==> src/rtl/mem_port_arbiter_pkg.sv <==
// Shared encodings for the IF/data memory port arbiter.
// Imported by the arbiter top and its latency timer.
package mem_port_arbiter_pkg;

  typedef enum logic {
    ST_IDLE = 1'b0,
    ST_BUSY = 1'b1
  } state_t;

  typedef enum logic [1:0] {
    OWN_NONE = 2'd0,
    OWN_IF   = 2'd1,
    OWN_DM   = 2'd2
  } owner_t;

  // Wide enough for MEM_LAT up to 7 and STARVE_MAX up to 15.
  localparam int CNT_W    = 3;
  localparam int STARVE_W = 4;

endpackage

==> src/rtl/mem_lat_timer.sv <==
// Fixed-latency countdown: loaded on each grant, done when it has run out.
// Stays at zero when idle so done is also high outside a transaction.
module mem_lat_timer #(
  parameter int MEM_LAT = 2
) (
  input  logic clk,
  input  logic rstn,
  input  logic load,
  output logic done
);
  import mem_port_arbiter_pkg::*;

  logic [CNT_W-1:0] cnt;

  // NOTE: state registers use non-blocking assignments so every flop samples pre-edge values.
  always_ff @(posedge clk or negedge rstn) begin
    if (!rstn) begin
      cnt <= '0;
    end else if (load) begin
      cnt <= CNT_W'(MEM_LAT - 1);
    end else if (cnt != '0) begin
      cnt <= cnt - 1'b1;
    end
  end

  assign done = (cnt == '0);

endmodule

==> src/rtl/mem_port_arbiter.sv <==
// Single-port memory shared by instruction fetch and data access: one
// transaction in flight, data priority with an IF starvation guard.
module mem_port_arbiter #(
  parameter int ADDR_W     = 32,
  parameter int DATA_W     = 32,
  parameter int MEM_LAT    = 2,
  parameter int STARVE_MAX = 4
) (
  input  logic                  clk,
  input  logic                  rstn,
  input  logic                  if_req,
  input  logic [ADDR_W-1:0]     if_addr,
  output logic                  if_gnt,
  output logic                  if_rvalid,
  output logic [DATA_W-1:0]     if_rdata,
  input  logic                  dm_req,
  input  logic                  dm_we,
  input  logic [ADDR_W-1:0]     dm_addr,
  input  logic [DATA_W-1:0]     dm_wdata,
  input  logic [DATA_W/8-1:0]   dm_be,
  output logic                  dm_gnt,
  output logic                  dm_rvalid,
  output logic [DATA_W-1:0]     dm_rdata,
  output logic                  mem_en,
  output logic                  mem_we,
  output logic [ADDR_W-1:0]     mem_addr,
  output logic [DATA_W-1:0]     mem_wdata,
  output logic [DATA_W/8-1:0]   mem_be,
  input  logic [DATA_W-1:0]     mem_rdata
);
  import mem_port_arbiter_pkg::*;

  state_t               state, state_nxt;
  owner_t               owner, owner_nxt;
  logic                 wr_q, wr_nxt;
  logic [STARVE_W-1:0]  starve_cnt, starve_nxt;
  logic                 done, resp, free, grant_if, grant_dm, grant;

  mem_lat_timer #(.MEM_LAT(MEM_LAT)) u_timer (
    .clk  (clk),
    .rstn (rstn),
    .load (grant),
    .done (done)
  );

  // Free in IDLE or in the response cycle; gated by rstn so no grant leaks out during reset.
  always_comb begin
    resp     = (state == ST_BUSY) && done;
    free     = rstn && ((state == ST_IDLE) || resp);
    grant_if = free && if_req && (!dm_req || (starve_cnt == STARVE_W'(STARVE_MAX)));
    grant_dm = free && dm_req && !grant_if;
    grant    = grant_if || grant_dm;
  end

  // NOTE: every combinational output gets a default first so no path infers a latch.
  always_comb begin
    mem_en    = 1'b0;
    mem_we    = 1'b0;
    mem_addr  = '0;
    mem_wdata = '0;
    mem_be    = '0;
    if (grant_if) begin
      mem_en   = 1'b1;
      mem_addr = if_addr;
      mem_be   = '1;
    end else if (grant_dm) begin
      mem_en    = 1'b1;
      mem_we    = dm_we;
      mem_addr  = dm_addr;
      mem_wdata = dm_wdata;
      mem_be    = dm_be;
    end
  end

  always_comb begin
    if_gnt    = grant_if;
    dm_gnt    = grant_dm;
    if_rvalid = resp && (owner == OWN_IF);
    dm_rvalid = resp && (owner == OWN_DM);
    if_rdata  = if_rvalid ? mem_rdata : '0;
    dm_rdata  = (dm_rvalid && !wr_q) ? mem_rdata : '0;
  end

  always_comb begin
    state_nxt  = state;
    owner_nxt  = owner;
    wr_nxt     = wr_q;
    starve_nxt = starve_cnt;
    if (grant) begin
      state_nxt = ST_BUSY;
      owner_nxt = grant_if ? OWN_IF : OWN_DM;
      wr_nxt    = grant_dm && dm_we;
    end else if (resp) begin
      state_nxt = ST_IDLE;
      owner_nxt = OWN_NONE;
      wr_nxt    = 1'b0;
    end
    // A data win only counts against IF while IF is actually waiting.
    if (!if_req || grant_if) begin
      starve_nxt = '0;
    end else if (grant_dm && (starve_cnt != STARVE_W'(STARVE_MAX))) begin
      starve_nxt = starve_cnt + 1'b1;
    end
  end

  always_ff @(posedge clk or negedge rstn) begin
    if (!rstn) begin
      state      <= ST_IDLE;
      owner      <= OWN_NONE;
      wr_q       <= 1'b0;
      starve_cnt <= '0;
    end else begin
      state      <= state_nxt;
      owner      <= owner_nxt;
      wr_q       <= wr_nxt;
      starve_cnt <= starve_nxt;
    end
  end

endmodule

==> config.mk <==
export PLATFORM = sky130hd
export DESIGN_NAME = mem_port_arbiter
export DESIGN_NICKNAME = d
export VERILOG_FILES = /design/src/rtl/mem_port_arbiter_pkg.sv /design/src/rtl/mem_lat_timer.sv /design/src/rtl/mem_port_arbiter.sv
export SDC_FILE = /design/constraint.sdc
export NUM_CORES = 1
export LEC_CHECK = 0
export CAP_MARGIN = 20
export CELL_PAD_IN_SITES_DETAIL_PLACEMENT = 2
export CELL_PAD_IN_SITES_GLOBAL_PLACEMENT = 2
export CORE_UTILIZATION = 10
export CTS_BUF_LIST = sky130_fd_sc_hd__clkbuf_16
export DETAILED_ROUTE_END_ITERATION = 6
export PLACE_DENSITY = 0.76
export SLEW_MARGIN = 20
export SYNTH_ARGS = -nofsm -noshare
export SYNTH_HDL_FRONTEND = slang
export SYNTH_HIERARCHICAL = 1
export SYNTH_SLANG_ARGS = --single-unit
export TNS_END_PERCENT = 10
==> constraint.sdc <==
create_clock -name clk -period 2.65 [get_ports clk]
set_input_delay 0.53 -clock clk [delete_from_list [all_inputs] [get_ports clk]]
set_output_delay 0.53 -clock clk [all_outputs]
set_load 0.1 [all_outputs]
Yosys cells after proc, flatten, opt, wreduce, memory -nomap -nowiden
Index checks and enable logic that the tools add are counted.
{"block": "word_totals", "register_bits": 11, "input_bits": 137, "output_inout_bits": 138, "elab_cells": 58}
{"block": "classes", "addsub": 2, "n_eq_ne": 4, "muxes": 22, "bitwise_logic": 1, "n_reduce_logical": 24}
{"cell": "$mux 32", "n": 6}
{"cell": "$mux 4", "n": 4}
{"cell": "$logic_and 1x1->1", "n": 11}
{"cell": "$mux 1", "n": 7}
{"cell": "$mux 2", "n": 3}
{"cell": "$mux 3", "n": 2}
{"cell": "$reduce_bool 2->1", "n": 3}
{"cell": "$add 4x1->4 const B", "n": 1}
{"cell": "$eq 4x3->1 const B", "n": 1}
{"cell": "$logic_not 1->1", "n": 4}
{"cell": "$logic_or 1x1->1", "n": 4}
{"cell": "$ne 4x3->1 const B", "n": 1}
{"cell": "$logic_not 3->1", "n": 1}
{"cell": "$reduce_bool 3->1", "n": 1}
{"cell": "$sub 3x1->3 const B", "n": 1}
{"cell": "$eq 2x1->1 const B", "n": 1}
{"cell": "$eq 2x2->1 const B", "n": 1}
{"cell": "$not 1->1", "n": 1}

Logic depth before layout (Yosys ltp)
Gate-level depths: netlist of the first run.
{"block": "logic_depth", "ltp_word": 11, "ltp_mapped": 10, "depth_no_buf": 8}

Hierarchy
The synthesis of the first run kept the hierarchy.
{"mod": "mem_port_arbiter", "n_inst": 1, "cells_each": 289, "area_per_inst_um2": 1885.6, "seq_area_each_um2": 200.2}
{"mod": "mem_lat_timer", "n_inst": 1, "cells_each": 16, "area_per_inst_um2": 176.4, "seq_area_each_um2": 75.1}

Worst setup path after synthesis of the first run
OpenSTA, ideal clock, no wires.
{"block": "synth_timing", "path_type": "register -> output", "startpoint": "register u_timer.cnt[0]", "endpoint": "output port dm_rvalid", "t_arrival_ns": 3.114, "required_time_ns": 2.120, "setup_slack_ns": -0.994, "stages_incl_launch_ff": 6, "n_path_buf": 0, "path_cell_list": "dfrtp_1 > inv_1 > ha_1 > and2b_2 > nand2_2 > nor3b_1"}
{"block": "synth_between", "elab_chain_cells": 3}
{"item": "from (decl)", "line_no": "mem_lat_timer.sv:13", "text": "logic [CNT_W-1:0] cnt;"}
{"item": "from (signal assigned)", "line_no": "mem_lat_timer.sv:20", "text": "cnt <= CNT_W'(MEM_LAT - 1);"}
{"item": "from (signal assigned)", "line_no": "mem_lat_timer.sv:22", "text": "cnt <= cnt - 1'b1;"}
{"item": "$logic_not 3->1", "line_no": "mem_lat_timer.sv:26", "text": "assign done = (cnt == '0);"}
{"item": "net done", "line_no": "mem_port_arbiter.sv:37", "text": "logic done, resp, free, grant_if, grant_dm, grant;"}
{"item": "$logic_and 1x1->1", "line_no": "mem_port_arbiter.sv:48", "text": "resp = (state == ST_BUSY) && done;"}
{"item": "$logic_and 1x1->1", "line_no": "mem_port_arbiter.sv:79", "text": "dm_rvalid = resp && (owner == OWN_DM);"}
{"item": "to (decl)", "line_no": "mem_port_arbiter.sv:22", "text": "output logic dm_rvalid,"}
The timed path passes the listed nets, and every way through them passes these cells.

Worst setup path in the final report of the first run
{"block": "layout_timing", "startpoint": "register u_timer.cnt[1]", "endpoint": "output port dm_rdata[0]"}
{"block": "layout_between", "elab_chain_cells": 5}
{"item": "$logic_not 3->1", "line_no": "mem_lat_timer.sv:26"}
{"item": "net done", "line_no": "mem_port_arbiter.sv:37"}
{"item": "$logic_and 1x1->1", "line_no": "mem_port_arbiter.sv:48"}
{"item": "$logic_and 1x1->1", "line_no": "mem_port_arbiter.sv:79"}
{"item": "$logic_and 1x1->1", "line_no": "mem_port_arbiter.sv:81", "text": "dm_rdata = (dm_rvalid && !wr_q) ? mem_rdata : '0;"}
{"item": "$mux 32", "line_no": "mem_port_arbiter.sv:81"}
{"item": "to (decl)", "line_no": "mem_port_arbiter.sv:23", "text": "output logic [DATA_W-1:0] dm_rdata,"}
The timed path passes the listed nets, and every way through them passes these cells.

==> impl_metrics.csv, run 1 <==
group,metric,value,unit
finish,drive_above_1_share,48.6,%
floorplan,core,20200,um^2
floorplan,die_y,146,um
finish,area_delta_synth_final,260,%
clock_tree,clockRootBuffer,"clkbuf_16",
finish,fin_area,7420,um^2
hold_path,hold_path_class,"primary input to async pin",
route,route.detailed.drc,0,
finish,nNetsFinal,731,
finish,seqCellArea,277,um^2
floorplan,die_w,146,um
grt,grt_max_degree,51,
finish,fill_cells,2071,
synthesis,netlist_area,2060,um^2
power,peakVddDrop,0.353,mV
power,p_total,5.66,mW
route,finalWirelength,16.2,mm
clock_tree,insertion_delay,0.24,ns
grt,antenna_found_initial,0,
place,place_congestion,0.875,
route,drt_iter0_markers,75,
place,dp_slack,0.0531,ns
route,vias,3509,
finish,layout_commonest_cell,"buf_12",
clock_tree,h-tree-depth,1,
clock_tree,cts_buffers,3,
clock_tree,cts_tree,"built",
clock_tree,cts.clk_slew.worst_paths,0.05,ns
synthesis,synth-seq-cells,11,
critical_path,cp-start-kind,"flop",
floorplan,core.rowCount,52,
sta,final_hold_viol_count,0,
floorplan,die-area,21200,um^2
route,wire_per_inst,18.9,um
synthesis,ys_dominant_reg_cell,"dfrtp_1",
floorplan,start_util,10.2,%
synthesis,synth-edff-count,0,
floorplan,ioPinCount,275,
run,maxCapViolCount,0,
critical_path,critPathCaptureType,"primary output",
finish,diodes,0,
critical_path,critPathRequiredTime,2.12,ns
sta,fmax,0.371,GHz
critical_path,critical_path_class,"flop to primary output",
clock_tree,cts_num_sinks,11,
power,cellPowerDensity,763,nW/um^2
route,drtAntennaViolNets,0,
status,status,"complete, but fails checks",
route,via_per_inst,4.08,
grt,grt_pass1_wl,23.1,mm
sta,slew_viol_final,0,
clock_tree,postCtsHoldBufs,0,
critical_path,cp.arrival,2.16,ns
finish,final_cell_mix,"147 x buf_12, 135 x clkdlybuf4s50_1, 61 x nand3_1",
clock_tree,clk_path_buf_depth,2,
synthesis,avgSynthCellArea,6.76,um^2
sta,slew-limit-headroom,74.8,%
power,p_leak,2.84,nW
sta,worstMarginPinSlew,0.373,ns
grt,grt_pass1_vias,3897,
sta,fin_crit,2.69,ns
synthesis,synth.distinct_cells,44,
finish,finalNonFillerCells,859,
sta,post-route-period-util,102,%
sta,setup_ws,-0.0440,ns
synthesis,async_reset_ff_share,100,%
place,io_buffer_count,274,
place,placed_cell_area,6770,um^2
status,violations,"setup timing",
grt,grt.overflow.total,0,
sta,rsz0062_at_grt,"yes",
synthesis,seq_area_frac_synth,13.3,%
place,dpl.hpwl,12.5,mm
finish,multi_input_comb_area,2030,um^2
synthesis,synth_cells,305,
route,first_pass_iters,4,
critical_path,path_max_fanout,8,
synthesis,syn_nets,446,
grt,grt_usage,13.8,%
synthesis,yosysWarnings,6,
sta,finClkSkew,0.00495,ns
place,placed_cells,832,
sta,setup_violations,26,
[per-stage QoR]
stage,hold slack [ns],utilization [%],TNS (ns)
4_1_cts,0.369,34.7,-0.380
6_report,0.355,36.7,-0.675
3_3_place_gp,0.530,33.5,0
3_5_place_dp,0.552,33.5,0
5_1_grt,0.391,36.7,-4.16
2_1_floorplan,0.234,-,-16.48
[sequential cells by signal, indices dropped and copies added (netlist names)]
register and flops:
u_timer/cnt 3, starve_cnt 4, state 1, owner 2
wr_q 1
[layout make-up]
class / instances / share of cell area [%]
inverters: 5 / 0.253
clock inverters: 1 / 0.0506
flip-flops and latches: 11 / 3.73
clock buffers: 3 / 1.01
well taps: 270 / 4.55
multi-input cells: 254 / 27.4
repair buffers: 315 / 63.0
[per-layer routing]
metal  global-route usage (%)  wire (um)  up-vias
met2                     27.5       9030      196
met5                        0          0        -
li1                         -          -     1636
met3                     4.95       1370        4
met4                    0.947         45        0
met1                     14.1       5780     1673
[where the power goes]
group,switching [mW],internal (mW),total (mW)
registers,0.0691,0.226,0.295
logic,3.04,2.05,5.09
clock network,0.0808,0.199,0.280
[what timing repair did]
item,4_1_cts,5_1_grt
gates resized for setup,23,60
endpoints found under the setup margin,106,135
pin swaps,2,38
setup buffers,3,12
gates cloned,1,8
[worst paths after layout]
check | start | endpoint | slack (ns) | cells after the start
setup / recovery | u_timer/cnt[1]$_DFFE_PN0P_ | dm_rdata[0] | -0.04 | 9
hold / removal | rstn | starve_cnt[3]$_DFFE_PN0P_ | 0.36 | 2
setup reg to reg | u_timer/cnt[1]$_DFFE_PN0P_ | wr_q$_DFFE_PN0P_ | 0.60 | 9
hold reg to reg | owner[1]$_DFFE_PN0P_ | owner[1]$_DFFE_PN0P_ | 0.55 | 1
max in group asynchronous | rstn | starve_cnt[0]$_DFFE_PN0P_ | 2.10 | 2
min in group clk | owner[1]$_DFFE_PN0P_ | owner[1]$_DFFE_PN0P_ | 0.55 | 1
[critical path: stages, from the launching register on]
cell	delay, ns
dfrtp_1	0.40
inv_2	0.09
ha_4	0.14
and2b_2	0.19
nand2_4	0.09
nor4b_4	0.34
buf_4	0.20
clkbuf_16	0.15
and2_4	0.15
buf_12	0.16
[cell usage after synthesis (2+ instances only)]
| master | instances | area share (%) |
|---|---|---|
| buf_2 | 14 | 3.4 |
| nand2_1 | 12 | 2.2 |
| clkbuf_2 | 3 | 0.73 |
| clkbuf_1 | 8 | 1.5 |
| and3b_1 | 2 | 0.85 |
| o22ai_1 | 33 | 10 |
| nor2b_1 | 3 | 0.91 |
| a21oi_1 | 6 | 1.5 |
| dfrtp_1 | 11 | 13 |
| nand4b_1 | 2 | 0.85 |
| buf_6 | 5 | 2.7 |
| and2_1 | 98 | 30 |
| buf_4 | 4 | 1.5 |
| inv_1 | 5 | 0.91 |
| nand3_1 | 64 | 16 |
| nor2_1 | 4 | 0.73 |
| ha_1 | 4 | 2.4 |
[logic make-up (layout without fill, tap and decap cells)]
group / after synthesis / in the layout / synth area share, %
DFF: 11 / 11 / 13.3
adders and majority gates: 4 / 4 / 2.43
buffers and inverters: 40 / 324 / 10.9
and+or+nand+nor: 197 / 197 / 56.4
AOI/OAI and AO/OA: 52 / 52 / 16.5
muxes: 1 / 1 / 0.485
Note: power is estimated with default switching activity, not from simulation.
==> inputs of run 2 (changes only) <==
PLACE_DENSITY = unset   (was 0.76)
PLACE_DENSITY_LB_ADDON = 0.1   (was unset)
==> run 2 against run 1 <==
The run now ends clean. Global-route usage shrank 0.30 points. Sequential power shrank 2%. Sequential cell count is the same. Register-to-register slack lost 0.07 ns. Critical path depth is the same. Final cell count is the same.
==> impl_metrics.csv, run 2 (synthesis results as in run 1) <==
group,metric,value,unit
place,place_congestion,0.749,
finish,diodes,0,
run,maxCapViolCount,0,
finish,drive_above_1_share,49.4,%
floorplan,core,20200,um^2
place,dp_slack,0.0576,ns
floorplan,die_y,146,um
critical_path,path_max_fanout,5,
sta,slew-limit-headroom,74.8,%
critical_path,r2r-start,"u_timer/cnt[1]$_DFFE_PN0P_",
route,drt_iter0_markers,71,
finish,final_cell_mix,"148 x buf_12, 133 x clkdlybuf4s50_1, 62 x nand3_1",
grt,grt_pass1_wl,22.6,mm
finish,area_delta_synth_final,263,%
grt,grt_max_degree,82,
route,route.detailed.drc,0,
clock_tree,clockRootBuffer,"clkbuf_16",
critical_path,path_depth,9,
floorplan,core.rowCount,52,
route,finalWirelength,16.0,mm
sta,tns,0,ns
clock_tree,cts_tree,"built",
critical_path,worst_r2r_endpoint,"wr_q$_DFFE_PN0P_",
finish,layout_commonest_cell,"buf_12",
power,peakVddDrop,0.303,mV
clock_tree,cts_buffers,3,
route,via_per_inst,4.05,
clock_tree,clk_path_buf_depth,2,
finish,multi_input_comb_area,2070,um^2
critical_path,r2r_cells,10,
place,dpl.hpwl,11.9,mm
hold_path,hold_path_class,"primary input to async pin",
finish,nNetsFinal,731,
sta,setup_violations,0,
place,io_buffer_count,274,
critical_path,cp_cell_sequence,"inv_2 -> ha_4 -> and2b_2 -> nand2b_4 -> and3b_2 -> buf_4 -> buf_6 -> and2_1 -> buf_12",
finish,largest_register_ffs,4,
finish,top_regs,"starve_cnt: 4 flops, u_timer/cnt: 3 flops, owner: 2 flops",
critical_path,max_stage_delay,0.36,ns
critical_path,critPathCaptureType,"primary output",
critical_path,critical_path_class,"flop to primary output",
finish,regMostFlops,"starve_cnt",
sta,final_hold_viol_count,0,
floorplan,die-area,21200,um^2
sta,rsz0062_at_grt,"yes",
critical_path,critPathRequiredTime,2.12,ns
critical_path,cp-start-kind,"flop",
clock_tree,cts.clk_slew.worst_paths,0.05,ns
floorplan,ioPinCount,275,
route,first_pass_iters,4,
critical_path,crit_buf_inv,4,
floorplan,die_w,146,um
critical_path,cp.arrival,2.09,ns
sta,fin_crit,2.62,ns
clock_tree,h-tree-depth,1,
clock_tree,cts_num_sinks,11,
route,wire_per_inst,18.6,um
grt,grt_pass1_vias,3650,
route,vias,3482,
grt,antenna_found_initial,0,
route,drtAntennaViolNets,0,
sta,worstMarginPinSlew,0.378,ns
sta,post-route-period-util,99.1,%
sta,slew_viol_final,0,
status,status,"finished, final reports clean",
clock_tree,postCtsHoldBufs,0,
grt,grt.overflow.total,0,
sta,setup_ws,0.0250,ns
critical_path,path_delay_family,"simple AND/OR/NAND/NOR gates",
floorplan,start_util,10.2,%
grt,grt_usage,13.5,%
power,p_leak,2.89,nW
finish,fill_cells,2109,
clock_tree,insertion_delay,0.24,ns
critical_path,slowest_stage,"dfrtp_1",
power,cellPowerDensity,769,nW/um^2
sta,fmax,0.381,GHz
finish,seqCellArea,275,um^2
critical_path,r2r_setup_slack,0.53,ns
sta,finClkSkew,0.00657,ns
-- run 2: changes by cell type in the layout (fill, tap and decap cells not counted), moves of 2 or more --
| cell | before | now |
|---|---|---|
| clkdlybuf4s50_1 | 135 | 133 |
| buf_4 | 19 | 17 |
| a21oi_4 | 0 | 4 |
| dlymetal6s2s_1 | 0 | 2 |
| and2_1 | 51 | 42 |
| o22ai_1 | 1 | 3 |
| nor2_4 | 0 | 2 |
| o22ai_2 | 24 | 22 |
| and2_4 | 46 | 56 |
| a21oi_2 | 4 | 0 |
-- run 2: worst register-to-register path: stages (launching register included) --
cell and delay, ns:
dfrtp_1 0.36, inv_2 0.06, ha_4 0.16, and2b_2 0.23, nand2b_4 0.17, and3b_2 0.26
clkbuf_16 0.17, buf_8 0.13, buf_4 0.13, buf_4 0.12, a22o_1 0.22
-- run 2: metrics by stage --
| stage | area (um^2) | utilization [%] | hold slack (ns) | std cells | total power, mW |
|---|---|---|---|---|---|
| final | 7490 | 37.0 | 0.306 | 859 | 5.76 |
| after CTS | 6970 | 34.5 | 0.334 | 839 | 5.19 |
| after detailed placement | 6780 | 33.5 | 0.557 | 833 | 4.73 |
| after global placement | 6780 | 33.5 | 0.528 | 833 | 4.67 |
| after global routing | 7490 | 37.0 | 0.336 | 859 | 6.00 |
| after floorplan | 2270 | - | 0.234 | 305 | 3.05 |
-- run 2: cell type report --
type                       count  share of cell area (%)
timing repair buffer         315                    62.9
tap                          270                    4.51
multi-input combinational    254                    27.6
inverter                       5                   0.250
sequential                    11                    3.67
clock inverter                 1                  0.0501
clock buffer                   3                    1.00
-- run 2: report_power, final --
group	total (mW)	internal, mW	switching (mW)
Sequential	0.289	0.225	0.0640
Clock	0.279	0.199	0.0800
Combinational	5.19	2.12	3.08
Total	5.76	2.54	3.22
-- run 2: repair_timing --
item	4_1_cts	5_1_grt
setup endpoints to repair	133	135
setup buffers	1	11
cloned	1	9
gates resized for setup	15	84
pin swaps	0	37
-- run 2: metal layers --
layer | part of all wire [%] | GRT usage, % | up-vias | wire length [um]
met5 | 0 | 0 | - | 0
met4 | 0.21 | 1.53 | 0 | 34
met3 | 8.1 | 4.11 | 2 | 1290
met2 | 49 | 23.5 | 185 | 7810
met1 | 43 | 16.8 | 1660 | 6850
li1 | - | - | 1635 | -
-- run 2: worst max path at each step --
stage,startpoint,to
finish,u_timer/cnt[1]$_DFFE_PN0P_,mem_wdata[25]
global route,u_timer/cnt[1]$_DFFE_PN0P_,mem_wdata[25]
CTS,u_timer/cnt[0]$_DFFE_PN0P_,mem_be[3]
detailed placement,if_req,mem_addr[31]
global placement,if_req,mem_addr[16]
floorplan,u_timer/cnt[0]$_DFFE_PN0P_,mem_addr[10]
